--- config.mk ---
export PLATFORM = sky130hd
export DESIGN_NAME = pmod_uart_tx
export DESIGN_NICKNAME = d
export VERILOG_FILES = /design/src/rtl/uart_pkg.sv /design/src/rtl/sync_fifo.sv /design/src/rtl/pmod_uart_tx.sv
export SDC_FILE = /design/constraint.sdc
export NUM_CORES = 1
export LEC_CHECK = 0
export BUFFER_PORTS_ARGS = -buffer_cell sky130_fd_sc_hd__buf_2
export CORE_MARGIN = 5
export CORE_UTILIZATION = 50
export DETAILED_ROUTE_END_ITERATION = 6
export HOLD_SLACK_MARGIN = 0.02
export PLACE_DENSITY = 0.66
export SKIP_LAST_GASP = 1
export SLEW_MARGIN = 10
export SYNTH_ARGS = -nofsm -noshare
export SYNTH_HDL_FRONTEND = slang
export SYNTH_HIERARCHICAL = 1
export SYNTH_SLANG_ARGS = --single-unit
export TNS_END_PERCENT = 5
--- constraint.sdc ---
create_clock -name sys_clock -period 9 [get_ports sys_clock]
set_input_delay 0.9 -clock sys_clock [delete_from_list [all_inputs] [get_ports sys_clock]]
set_output_delay 0.9 -clock sys_clock [all_outputs]
set_load 0.05 [all_outputs]
--- src/rtl/uart_pkg.sv ---
// Shared types and helpers for the PMOD UART transmitter.
package uart_pkg;

    localparam int UART_DATA_BITS  = 8;
    localparam int UART_FRAME_BITS = 10;

    typedef enum logic [1:0] {
        IDLE,
        START,
        DATA,
        STOP
    } uart_state_t;

    // Clock cycles per bit, rounded to nearest.
    function automatic int unsigned baud_div(
        input int unsigned clk_hz,
        input int unsigned baud
    );
        return (clk_hz + baud / 2) / baud;
    endfunction

endpackage

--- src/rtl/sync_fifo.sv ---
// Single-clock FIFO with registered count and fall-through read data.
module sync_fifo #(
    parameter int WIDTH = 8,
    parameter int DEPTH = 16
) (
    input  logic                   clk,
    input  logic                   reset,
    input  logic                   push,
    input  logic                   pop,
    input  logic [WIDTH-1:0]       wr_data,
    output logic [WIDTH-1:0]       rd_data,
    output logic                   full,
    output logic                   empty,
    output logic [$clog2(DEPTH):0] count
);

    localparam int AW = $clog2(DEPTH);

    if (DEPTH < 2 || (1 << AW) != DEPTH) begin : g_depth_check
        $error("sync_fifo: DEPTH must be a power of two >= 2");
    end

    logic [WIDTH-1:0] mem [DEPTH];
    logic [AW-1:0]    wr_ptr;
    logic [AW-1:0]    rd_ptr;
    logic             do_push;
    logic             do_pop;

    assign full    = count == (AW + 1)'(DEPTH);
    assign empty   = count == '0;
    assign do_push = push && !full;
    assign do_pop  = pop && !empty;
    assign rd_data = mem[rd_ptr];

    always_ff @(posedge clk) begin
        if (reset) begin
            wr_ptr <= '0;
            rd_ptr <= '0;
            count  <= '0;
        end else begin
            if (do_push) wr_ptr <= wr_ptr + 1'b1;
            if (do_pop)  rd_ptr <= rd_ptr + 1'b1;
            unique case ({do_push, do_pop})
                2'b10:   count <= count + 1'b1;
                2'b01:   count <= count - 1'b1;
                default: ;
            endcase
        end
    end

    always_ff @(posedge clk) begin
        if (do_push) mem[wr_ptr] <= wr_data;
    end

endmodule

--- src/rtl/pmod_uart_tx.sv ---
// 8N1 UART transmitter fed by a byte FIFO on an AXI4-Stream slave.
module pmod_uart_tx
    import uart_pkg::*;
#(
    parameter int unsigned CLK_FREQ_HZ = 100_000_000,
    parameter int unsigned BAUD        = 115200,
    parameter int unsigned FIFO_DEPTH  = 16
) (
    input  logic                        sys_clock,
    input  logic                        reset,
    input  logic [UART_DATA_BITS-1:0]   s_axis_tdata,
    input  logic                        s_axis_tvalid,
    output logic                        s_axis_tready,
    output logic                        pmod_uart_txd,
    output logic                        busy,
    output logic [$clog2(FIFO_DEPTH):0] fifo_count
);

    localparam int unsigned DIV = baud_div(CLK_FREQ_HZ, BAUD);
    localparam int CW = (DIV < 2) ? 1 : $clog2(DIV);
    localparam logic [CW-1:0] CNT_LAST = CW'(DIV - 1);
    localparam logic [2:0] BIT_LAST = 3'(UART_DATA_BITS - 1);

    if (DIV < 2) begin : g_div_check
        $error("pmod_uart_tx: CLK_FREQ_HZ/BAUD gives fewer than 2 cycles per bit");
    end

    uart_state_t               state;
    logic [CW-1:0]             baud_cnt;
    logic [UART_DATA_BITS-1:0] shift;
    logic [2:0]                bit_idx;
    logic                      txd_q;
    logic [UART_DATA_BITS-1:0] fifo_data;
    logic                      fifo_full;
    logic                      fifo_empty;
    logic                      wrap;
    logic                      pop;

    assign wrap = baud_cnt == CNT_LAST;
    // A new byte is taken from IDLE or straight out of a finishing stop bit.
    assign pop  = !fifo_empty &&
                  (state == IDLE || (state == STOP && wrap));

    assign s_axis_tready = !fifo_full;
    assign pmod_uart_txd = txd_q;
    assign busy          = (state != IDLE) || (fifo_count != '0);

    sync_fifo #(
        .WIDTH (UART_DATA_BITS),
        .DEPTH (FIFO_DEPTH)
    ) u_fifo (
        .clk     (sys_clock),
        .reset   (reset),
        .push    (s_axis_tvalid && s_axis_tready),
        .pop     (pop),
        .wr_data (s_axis_tdata),
        .rd_data (fifo_data),
        .full    (fifo_full),
        .empty   (fifo_empty),
        .count   (fifo_count)
    );

    always_ff @(posedge sys_clock) begin
        if (reset) begin
            state    <= IDLE;
            baud_cnt <= '0;
            shift    <= '0;
            bit_idx  <= '0;
            txd_q    <= 1'b1;
        end else begin
            unique case (state)
                IDLE: begin
                    txd_q <= 1'b1;
                    if (pop) begin
                        shift    <= fifo_data;
                        baud_cnt <= '0;
                        state    <= START;
                    end
                end
                START: begin
                    txd_q <= 1'b0;
                    if (wrap) begin
                        baud_cnt <= '0;
                        bit_idx  <= '0;
                        state    <= DATA;
                    end else begin
                        baud_cnt <= baud_cnt + 1'b1;
                    end
                end
                DATA: begin
                    txd_q <= shift[0];
                    if (wrap) begin
                        baud_cnt <= '0;
                        shift    <= shift >> 1;
                        if (bit_idx == BIT_LAST) state <= STOP;
                        else bit_idx <= bit_idx + 1'b1;
                    end else begin
                        baud_cnt <= baud_cnt + 1'b1;
                    end
                end
                STOP: begin
                    txd_q <= 1'b1;
                    if (wrap) begin
                        baud_cnt <= '0;
                        if (pop) begin
                            shift <= fifo_data;
                            state <= START;
                        end else begin
                            state <= IDLE;
                        end
                    end else begin
                        baud_cnt <= baud_cnt + 1'b1;
                    end
                end
            endcase
        end
    end

endmodule

==> results of run 1 <==
[layout by cell type (no fill, tap or decap), types with 4 or more instances in the layout]
cell type	count
sky130_fd_sc_hd__a21oi_1	12
sky130_fd_sc_hd__a22oi_1	4
sky130_fd_sc_hd__a31oi_1	6
sky130_fd_sc_hd__buf_2	18
sky130_fd_sc_hd__clkbuf_16	17
sky130_fd_sc_hd__dfxtp_1	39
sky130_fd_sc_hd__edfxtp_1	128
sky130_fd_sc_hd__ha_1	16
sky130_fd_sc_hd__inv_1	14
sky130_fd_sc_hd__mux2_2	4
sky130_fd_sc_hd__mux2i_1	12
sky130_fd_sc_hd__mux4_1	28
sky130_fd_sc_hd__mux4_2	12
sky130_fd_sc_hd__nand2_1	24
sky130_fd_sc_hd__nand3_1	9
sky130_fd_sc_hd__nand3b_1	6
sky130_fd_sc_hd__nor2_1	38
sky130_fd_sc_hd__nor3_1	4
sky130_fd_sc_hd__nor3_2	4
sky130_fd_sc_hd__o211ai_1	4
sky130_fd_sc_hd__o21a_1	4
sky130_fd_sc_hd__o21ai_0	10
sky130_fd_sc_hd__or4_1	4
sky130_fd_sc_hd__xor2_1	7
[worst reg2reg max path, cell delays in order (launching register included)]
cell and delay, ns:
sky130_fd_sc_hd__dfxtp_1 0.41, sky130_fd_sc_hd__ha_1 0.25, sky130_fd_sc_hd__nor4b_4 0.35, sky130_fd_sc_hd__and3_2 0.28
sky130_fd_sc_hd__a21oi_1 0.07, sky130_fd_sc_hd__nor2_1 0.34, sky130_fd_sc_hd__o21ai_4 0.14, sky130_fd_sc_hd__inv_1 0.08
sky130_fd_sc_hd__ha_1 0.42, sky130_fd_sc_hd__xor2_1 0.12, sky130_fd_sc_hd__ha_1 0.24, sky130_fd_sc_hd__o21a_1 0.20
sky130_fd_sc_hd__or4_1 0.40, sky130_fd_sc_hd__a21oi_1 0.17
[cell type report]
| type | instances | area (um^2) | area share |
|---|---|---|---|
| Inverter | 15 | 57.6 | 0.00702 |
| Clock inverter | 15 | 179 | 0.0218 |
| Clock buffer | 17 | 425 | 0.0519 |
| Tap cell | 184 | 230 | 0.0281 |
| Sequential cell | 169 | 4670 | 0.569 |
| Timing Repair Buffer | 18 | 90.1 | 0.0110 |
| Multi-Input combinational cell | 260 | 2550 | 0.311 |
[routing by layer]
metal / vias up / routed length (um)
li1: 1880 / -
met1: 2062 / 6040
met2: 65 / 6940
met3: 9 / 537
met4: 0 / 115
met5: - / 0
[per-stage QoR]
stage               hold slack (ns)  total power [W]   util  instance area (um^2)  cells
floorplan                     0.435          0.00139      -                  7430    474
global placement              0.445          0.00148  0.523                  7600    646
detailed placement            0.450          0.00150  0.523                  7600    646
CTS                           0.464          0.00223  0.564                  8200    678
global route                  0.492          0.00233  0.564                  8200    678
finish                        0.462          0.00221  0.564                  8200    678
[flip-flops by register name (all words and copies together), names as in the netlist, named ones only]
register	cells
baud_cnt	10
u_fifo/mem	128
u_fifo/wr_ptr	4
u_fifo/count	5
pmod_uart_txd	1
bit_idx	3
u_fifo/rd_ptr	4
state	2
shift	8
[cells by family after synthesis]
kind of cell / after synthesis / share of synthesized area
adders and majority gates: 16 / 0.0269
DFF: 169 / 0.627
buffers and inverters: 45 / 0.0316
muxes: 59 / 0.164
and+or+nand+nor: 118 / 0.0831
xor gates and xnor gates: 8 / 0.00942
AOI/OAI and AO/OA: 59 / 0.0579
[worst paths after layout]
| kind | end | slack [ns] | from | cells past startpoint |
|---|---|---|---|---|
| max reg2reg | u_fifo/count[2]$_SDFFE_PP0P_ | 5.45 | baud_cnt[1]$_SDFFE_PP0P_ | 13 |
| min | shift[1]$_SDFFE_PP0P_ | 0.46 | shift[1]$_SDFFE_PP0P_ | 2 |
| max | u_fifo/count[2]$_SDFFE_PP0P_ | 5.45 | baud_cnt[1]$_SDFFE_PP0P_ | 13 |
| min reg2reg | shift[1]$_SDFFE_PP0P_ | 0.46 | shift[1]$_SDFFE_PP0P_ | 2 |
[power breakdown]
part	internal [W]	leakage [nW]	switching, W	total (W)
sequential	0.000896	1.49	0.0000602	0.000956
clock	0.000397	0.285	0.000329	0.000725
combinational	0.000210	1.02	0.000320	0.000531
==> results.md, run 1 <==
- Slew margin rel.: 0.311
- Worst-case clock skew: between 0.009 and 0.01 ns
- Pin count of the biggest net entering global routing: 43
- H-tree lvl count: 4
- Number of fill cells in the layout: 1131
- Io pins: 19
- Cell area after synthesis: 0.00743 mm^2
- Iteration count of the initial detailed-routing pass: 4
- RePlAce Congestion: 0.817
- Nature of the critical path startpoint: register
- Met2 layer usage reported by global route: 0.272
- Area growth from synthesis to layout: 10.4%
- Initial antenna violation count: 0
- Final Hold Fails: 0
- Min-Delay Path Class: register to register
- Cell with the largest stage delay on the worst path: sky130_fd_sc_hd__ha_1
- Number of design rule violations left after detail routing: 0
- Net total in the final layout: 508
- Yosys top cell area share: 0.517
- Critical Path RT: slightly above 9 ns
- CTS Buf Count: 17
- Post-CTS setup buffers: 0
- Hold_buf cts: 0
- Total of cells resized after clock tree synthesis: 0
- Clock slew at reported path FFs: around 0.07 ns
- Area enclosed by the die boundary: 0.0174 mm^2
- Warning count from the yosys run: 6
- Synthesized netlist cell count: 474
- Number of placement rows: 44
- M1 GR Usage: 0.214
- Power density cells: ~270 mW/mm^2
- Via count: roughly 4000
- Total negative slack for setup checks: 0 ns
- Most used cell along the critical path: sky130_fd_sc_hd__ha_1
- Average vias per placed instance: between 5 and 6
- Wire length per cell: 20.1 um
- Most instantiated library cell after synthesis: sky130_fd_sc_hd__edfxtp_1
- CTS tree: done
- Global route total overflow: 0
- Biggest area contributors in the synthesized netlist: sky130_fd_sc_hd__edfxtp_1 (52%), sky130_fd_sc_hd__dfxtp_1 (11%), sky130_fd_sc_hd__mux4_1 (9.9%)
- Portion of the post-synthesis area used by sequential elements: 0.627
- Violation count after the first detailed-route iteration: 288
- Dpl ws: 5.53 ns
- Dominant register cell in the synthesized netlist: sky130_fd_sc_hd__edfxtp_1
- Number of inserted diodes: 0
- Static power due to leakage: 2.80 nW
- Largest delay contributor family on the critical path: simple AND/OR/NAND/NOR gates
- Crit path kind: register to register
- Kind of end point of the critical path: register
- Min setup slack post-route: 5.45 ns
- Synth unique cells: 64
- Max VDD drop: 0.225 mV
- Async set or reset register ratio after synthesis: 0
- Arrival time at the worst endpoint: around 4 ns
- Grt peak-use layer: met2
- Syn Area/Cell: approximately 16 um^2
- Series of cell instances along the critical path: ha_1, nor4b_4, and3_2, a21oi_1, nor2_1, o21ai_4, inv_1, ha_1, xor2_1, ha_1, o21a_1, or4_1, a21oi_1
- Unrepaired setup endpoints after global routing: false
- Area of the core: 0.0145 mm^2
- Post-DP HPWL: 9040 um
- Final WL: about 14000 um
- Setup-violating endpoint count in the final report: 0
- Final worst path period share: 0.394
- Worst Tran Pin Value: 1.03 ns
- Pins Over Slew Limit: 0
- Starting utilization of the core area: 0.512
- Global-route total usage across every layer: 0.164
- First-pass GRT wire length: 22100 um
- Vias in the first global route: between 4000 and 5000
- Horiz. Die Dim: roughly 130 um
- Root buffer selected by CTS: sky130_fd_sc_hd__clkbuf_16
- Post-layout minimum cycle time: 3.55 ns
- Post-route antenna net violation count: 0
- Maximum fanout count along the critical path: 12
- Port Buffers: 18
- Count of flip-flops with a built-in enable after synthesis: 128
- Cell type with the largest total area after synthesis: sky130_fd_sc_hd__edfxtp_1
- TritonCTS Sinks: 169
- Fmax achieved: 282 MHz
- Largest buffer count on any clock path: 2
- Number of storage elements in the synthesis netlist: 169
- Ratio of cells with drive above 1 in the final layout: 0.180
- Delay of the slowest critical-path stage: roughly 0.42 ns
- Syn Nets: 501
- Reported max-cap violation count: 0
- Buffers & Inverters on Critical Path: 1
- Source-to-sink clock delay at the later pin of the worst-skew pair: 0.42 ns
- Die H: 132 um
- Most frequent cells after synthesis: sky130_fd_sc_hd__edfxtp_1 (128), sky130_fd_sc_hd__dfxtp_1 (41), sky130_fd_sc_hd__nor2_1 (38), sky130_fd_sc_hd__mux4_1 (28), sky130_fd_sc_hd__nand2_1 (24)
- Met3 usage in global routing: 0.0454
- Run status: finished, final reports clean
Note: power is estimated with default switching activity, not from simulation.
==> run 2: changes to the inputs <==
Clock period 9 ns to 3.46 ns, I/O delays scaled along.
==> run 2 against run 1 <==
Net effect: clock power grew to 2.6 times the previous value; worst setup slack lost 5.1 ns; sequential share of layout area shrank 0.69 points; routed wire length shrank 0.87%; total power grew to 2.6 times the previous value; clock skew grew 0.00097 ns; die area is the same; sequential power grew to 2.5 times the previous value; combinational power grew to 2.8 times the previous value; core utilization grew 0.68 points; maximum frequency grew 13%; critical path type unchanged; critical endpoint unchanged; highest routed layer unchanged.
==> results.md, run 2 (same netlist as run 1, synthesis figures left out) <==
- Max VDD drop: 0.453 mV (+100%)
- Average vias per placed instance: 5.84 (-1.4%)
- Crit path kind: register to register
- Net total in the final layout: 524 (+3.1%)
- Max Used Layer: met4
- Worst Tran Pin Value: 0.869 ns (-0.165 ns)
- Largest buffer count on any clock path: 2 (unchanged)
- Post-CTS setup buffers: 0 (unchanged)
- Unrepaired setup endpoints after global routing: false
- H-tree lvl count: 4 (unchanged)
- Setup-violating endpoint count in the final report: 0 (unchanged)
- Root buffer selected by CTS: sky130_fd_sc_hd__clkbuf_16
- Io pins: 19 (unchanged)
- Min-Delay Path Class: input port to register
- Post-layout minimum cycle time: 3.15 ns (-0.398 ns)
- Final WL: 13500 um (-0.87%)
- Die H: 132 um (unchanged)
- Power density cells: 699 mW/mm^2 (+160%)
- Number of inserted diodes: 0 (unchanged)
- Static power due to leakage: 2.86 nW (+2.4%)
- Area growth from synthesis to layout: 11.7%
- Via count: 4055 (+0.97%)
- Arrival time at the worst endpoint: 3.49 ns (-0.40 ns)
- Routed wire length on met2: 6930 um (-0.16%)
- Critical Path RT: 3.80 ns (-5.54 ns)
- Pins Over Slew Limit: 0 (unchanged)
- Pin count of the biggest net entering global routing: 43 (unchanged)
- RePlAce Congestion: 0.825 (+0.99%)
- Slew margin rel.: 0.418 (+0.108)
- Nature of the critical path startpoint: register
- Worst-case clock skew: 0.0105 ns (+0.000965 ns)
- Source-to-sink clock delay at the later pin of the worst-skew pair: 0.42 ns (about the same)
- Post-DP HPWL: 9070 um (+0.33%)
- Number of design rule violations left after detail routing: 0 (unchanged)
- Area of the core: 0.0145 mm^2 (unchanged)
- Final std cell area, no fill: 0.00830 mm^2 (+1.2%)
- Total negative slack for setup checks: 0 ns (unchanged)
- CTS tree: done
- Fmax achieved: 317 MHz (+13%)
- CTS Buf Count: 17 (unchanged)
- Ratio of cells with drive above 1 in the final layout: 0.194 (+0.0140)
- Clock slew at reported path FFs: 0.07 ns (about the same)
- Most flop-heavy register: u_fifo/mem
- Starting utilization of the core area: 0.512 (unchanged)
- Horiz. Die Dim: 132 um (unchanged)
- First-pass GRT wire length: 21800 um (-1.1%)
- Run status: finished, final reports clean
- Port Buffers: 18 (unchanged)
- Commonest non-fill, non-tap cell in the layout: sky130_fd_sc_hd__edfxtp_1
- Number of placement rows: 44 (unchanged)
- Reported max-cap violation count: 0 (unchanged)
- TritonCTS Sinks: 169 (unchanged)
- Post-route antenna net violation count: 0 (unchanged)
- Wire length per cell: 19.5 um (-3.2%)
- Number of fill cells in the layout: 1119 (-1.1%)
- Global-route total usage across every layer: 0.160 (-0.00394)
- Max reg flops: 128 (unchanged)
- Commonest non-fill, non-tap cells in the layout: sky130_fd_sc_hd__edfxtp_1 (128), sky130_fd_sc_hd__dfxtp_1 (40), sky130_fd_sc_hd__nor2_1 (37)
- Vias in the first global route: 4094 (+0.56%)
- Kind of end point of the critical path: register
- Area enclosed by the die boundary: 0.0174 mm^2 (unchanged)
- Final worst path period share: 0.911 (+0.517)
- Total power: 0.00580 W (+160%)
- Violation count after the first detailed-route iteration: 277 (-3.8%)
- Maximum fanout count along the critical path: 9 (-3)
- Routed met1 length: 5930 um (-1.9%)
- Iteration count of the initial detailed-routing pass: 5 (+1)
- Initial antenna violation count: 0 (unchanged)
- Routed met3 length: 530 um (-1.3%)
- Placed cell areas: 0.00771 mm^2 (+1.5%)
- Final Hold Fails: 0 (unchanged)
- Global route total overflow: 0 (unchanged)
- Largest registers: u_fifo/mem: 128 flops, baud_cnt: 10 flops, shift: 8 flops
## run 2: cell count changes in the layout (fill, tap and decap cells not counted), moves of 2 or more
cell | previous run | this run
sky130_fd_sc_hd__clkinv_4 | 2 | 0
sky130_fd_sc_hd__nor3_1 | 4 | 8
sky130_fd_sc_hd__buf_4 | 0 | 15
sky130_fd_sc_hd__clkinv_8 | 3 | 0
sky130_fd_sc_hd__nor3_2 | 4 | 0
## run 2: path summary, 6_finish.rpt
| check | cells past startpoint | start | slack, ns | endpoint |
|---|---|---|---|---|
| worst max register to register | 11 | u_fifo/count[1]$_SDFFE_PP0P_ | 0.31 | u_fifo/count[2]$_SDFFE_PP0P_ |
| worst min-delay path | 1 | s_axis_tdata[3] | 0.30 | u_fifo/mem[6][3]$_DFFE_PP_ |
| worst min register to register | 2 | shift[7]$_SDFFE_PP0P_ | 0.46 | shift[7]$_SDFFE_PP0P_ |
| worst max-delay path | 11 | u_fifo/count[1]$_SDFFE_PP0P_ | 0.31 | u_fifo/count[2]$_SDFFE_PP0P_ |
## run 2: critical path: stages, from the launching register on
cell and delay, ns:
sky130_fd_sc_hd__dfxtp_1 0.50, sky130_fd_sc_hd__or4_1 0.41, sky130_fd_sc_hd__nor2_1 0.10, sky130_fd_sc_hd__nor2b_1 0.37, sky130_fd_sc_hd__o21a_4 0.25, sky130_fd_sc_hd__clkinv_2 0.09, sky130_fd_sc_hd__ha_1 0.23, sky130_fd_sc_hd__xor2_1 0.15
sky130_fd_sc_hd__ha_1 0.23, sky130_fd_sc_hd__o21a_1 0.21, sky130_fd_sc_hd__or4_1 0.40, sky130_fd_sc_hd__a21oi_1 0.14
## run 2: cell type report
| type | instances | area (um^2) | area share |
|---|---|---|---|
| Clock buffer | 18 | 429 | 0.0517 |
| Sequential cell | 169 | 4670 | 0.562 |
| Inverter | 15 | 57.6 | 0.00693 |
| Tap cell | 184 | 230 | 0.0277 |
| Clock inverter | 14 | 160 | 0.0193 |
| Multi-Input combinational cell | 260 | 2540 | 0.306 |
| Timing Repair Buffer | 34 | 223 | 0.0268 |
## run 2: timing repair
item,CTS,global route
hold endpoints to repair,0,0
hold buffers,0,0
resized for setup,0,1
setup endpoints to repair,0,2
## run 2: power by group
part           internal (W)  total, W  leakage, nW  switching (W)
combinational      0.000597   0.00150         1.09       0.000904
clock               0.00108   0.00187        0.283       0.000791
sequential          0.00233   0.00243         1.49      0.0000990
## run 2: per-stage QoR
step | std cells | util | worst slack, ns | hold WS (ns)
2_1_floorplan | 474 | - | 0.119 | 0.435
3_3_place_gp | 662 | 0.531 | 0.406 | 0.445
3_5_place_dp | 662 | 0.531 | 0.248 | 0.457
4_1_cts | 694 | 0.571 | 0.226 | 0.294
5_1_grt | 694 | 0.571 | 0.0374 | 0.291
6_report | 694 | 0.571 | 0.307 | 0.302
## run 2: metal layers
| layer | vias up | track usage |
|---|---|---|
| li1 | 1909 | - |
| met1 | 2060 | 0.207 |
| met2 | 72 | 0.268 |
| met3 | 14 | 0.0431 |
| met4 | 0 | 0.0440 |
| met5 | - | 0 |
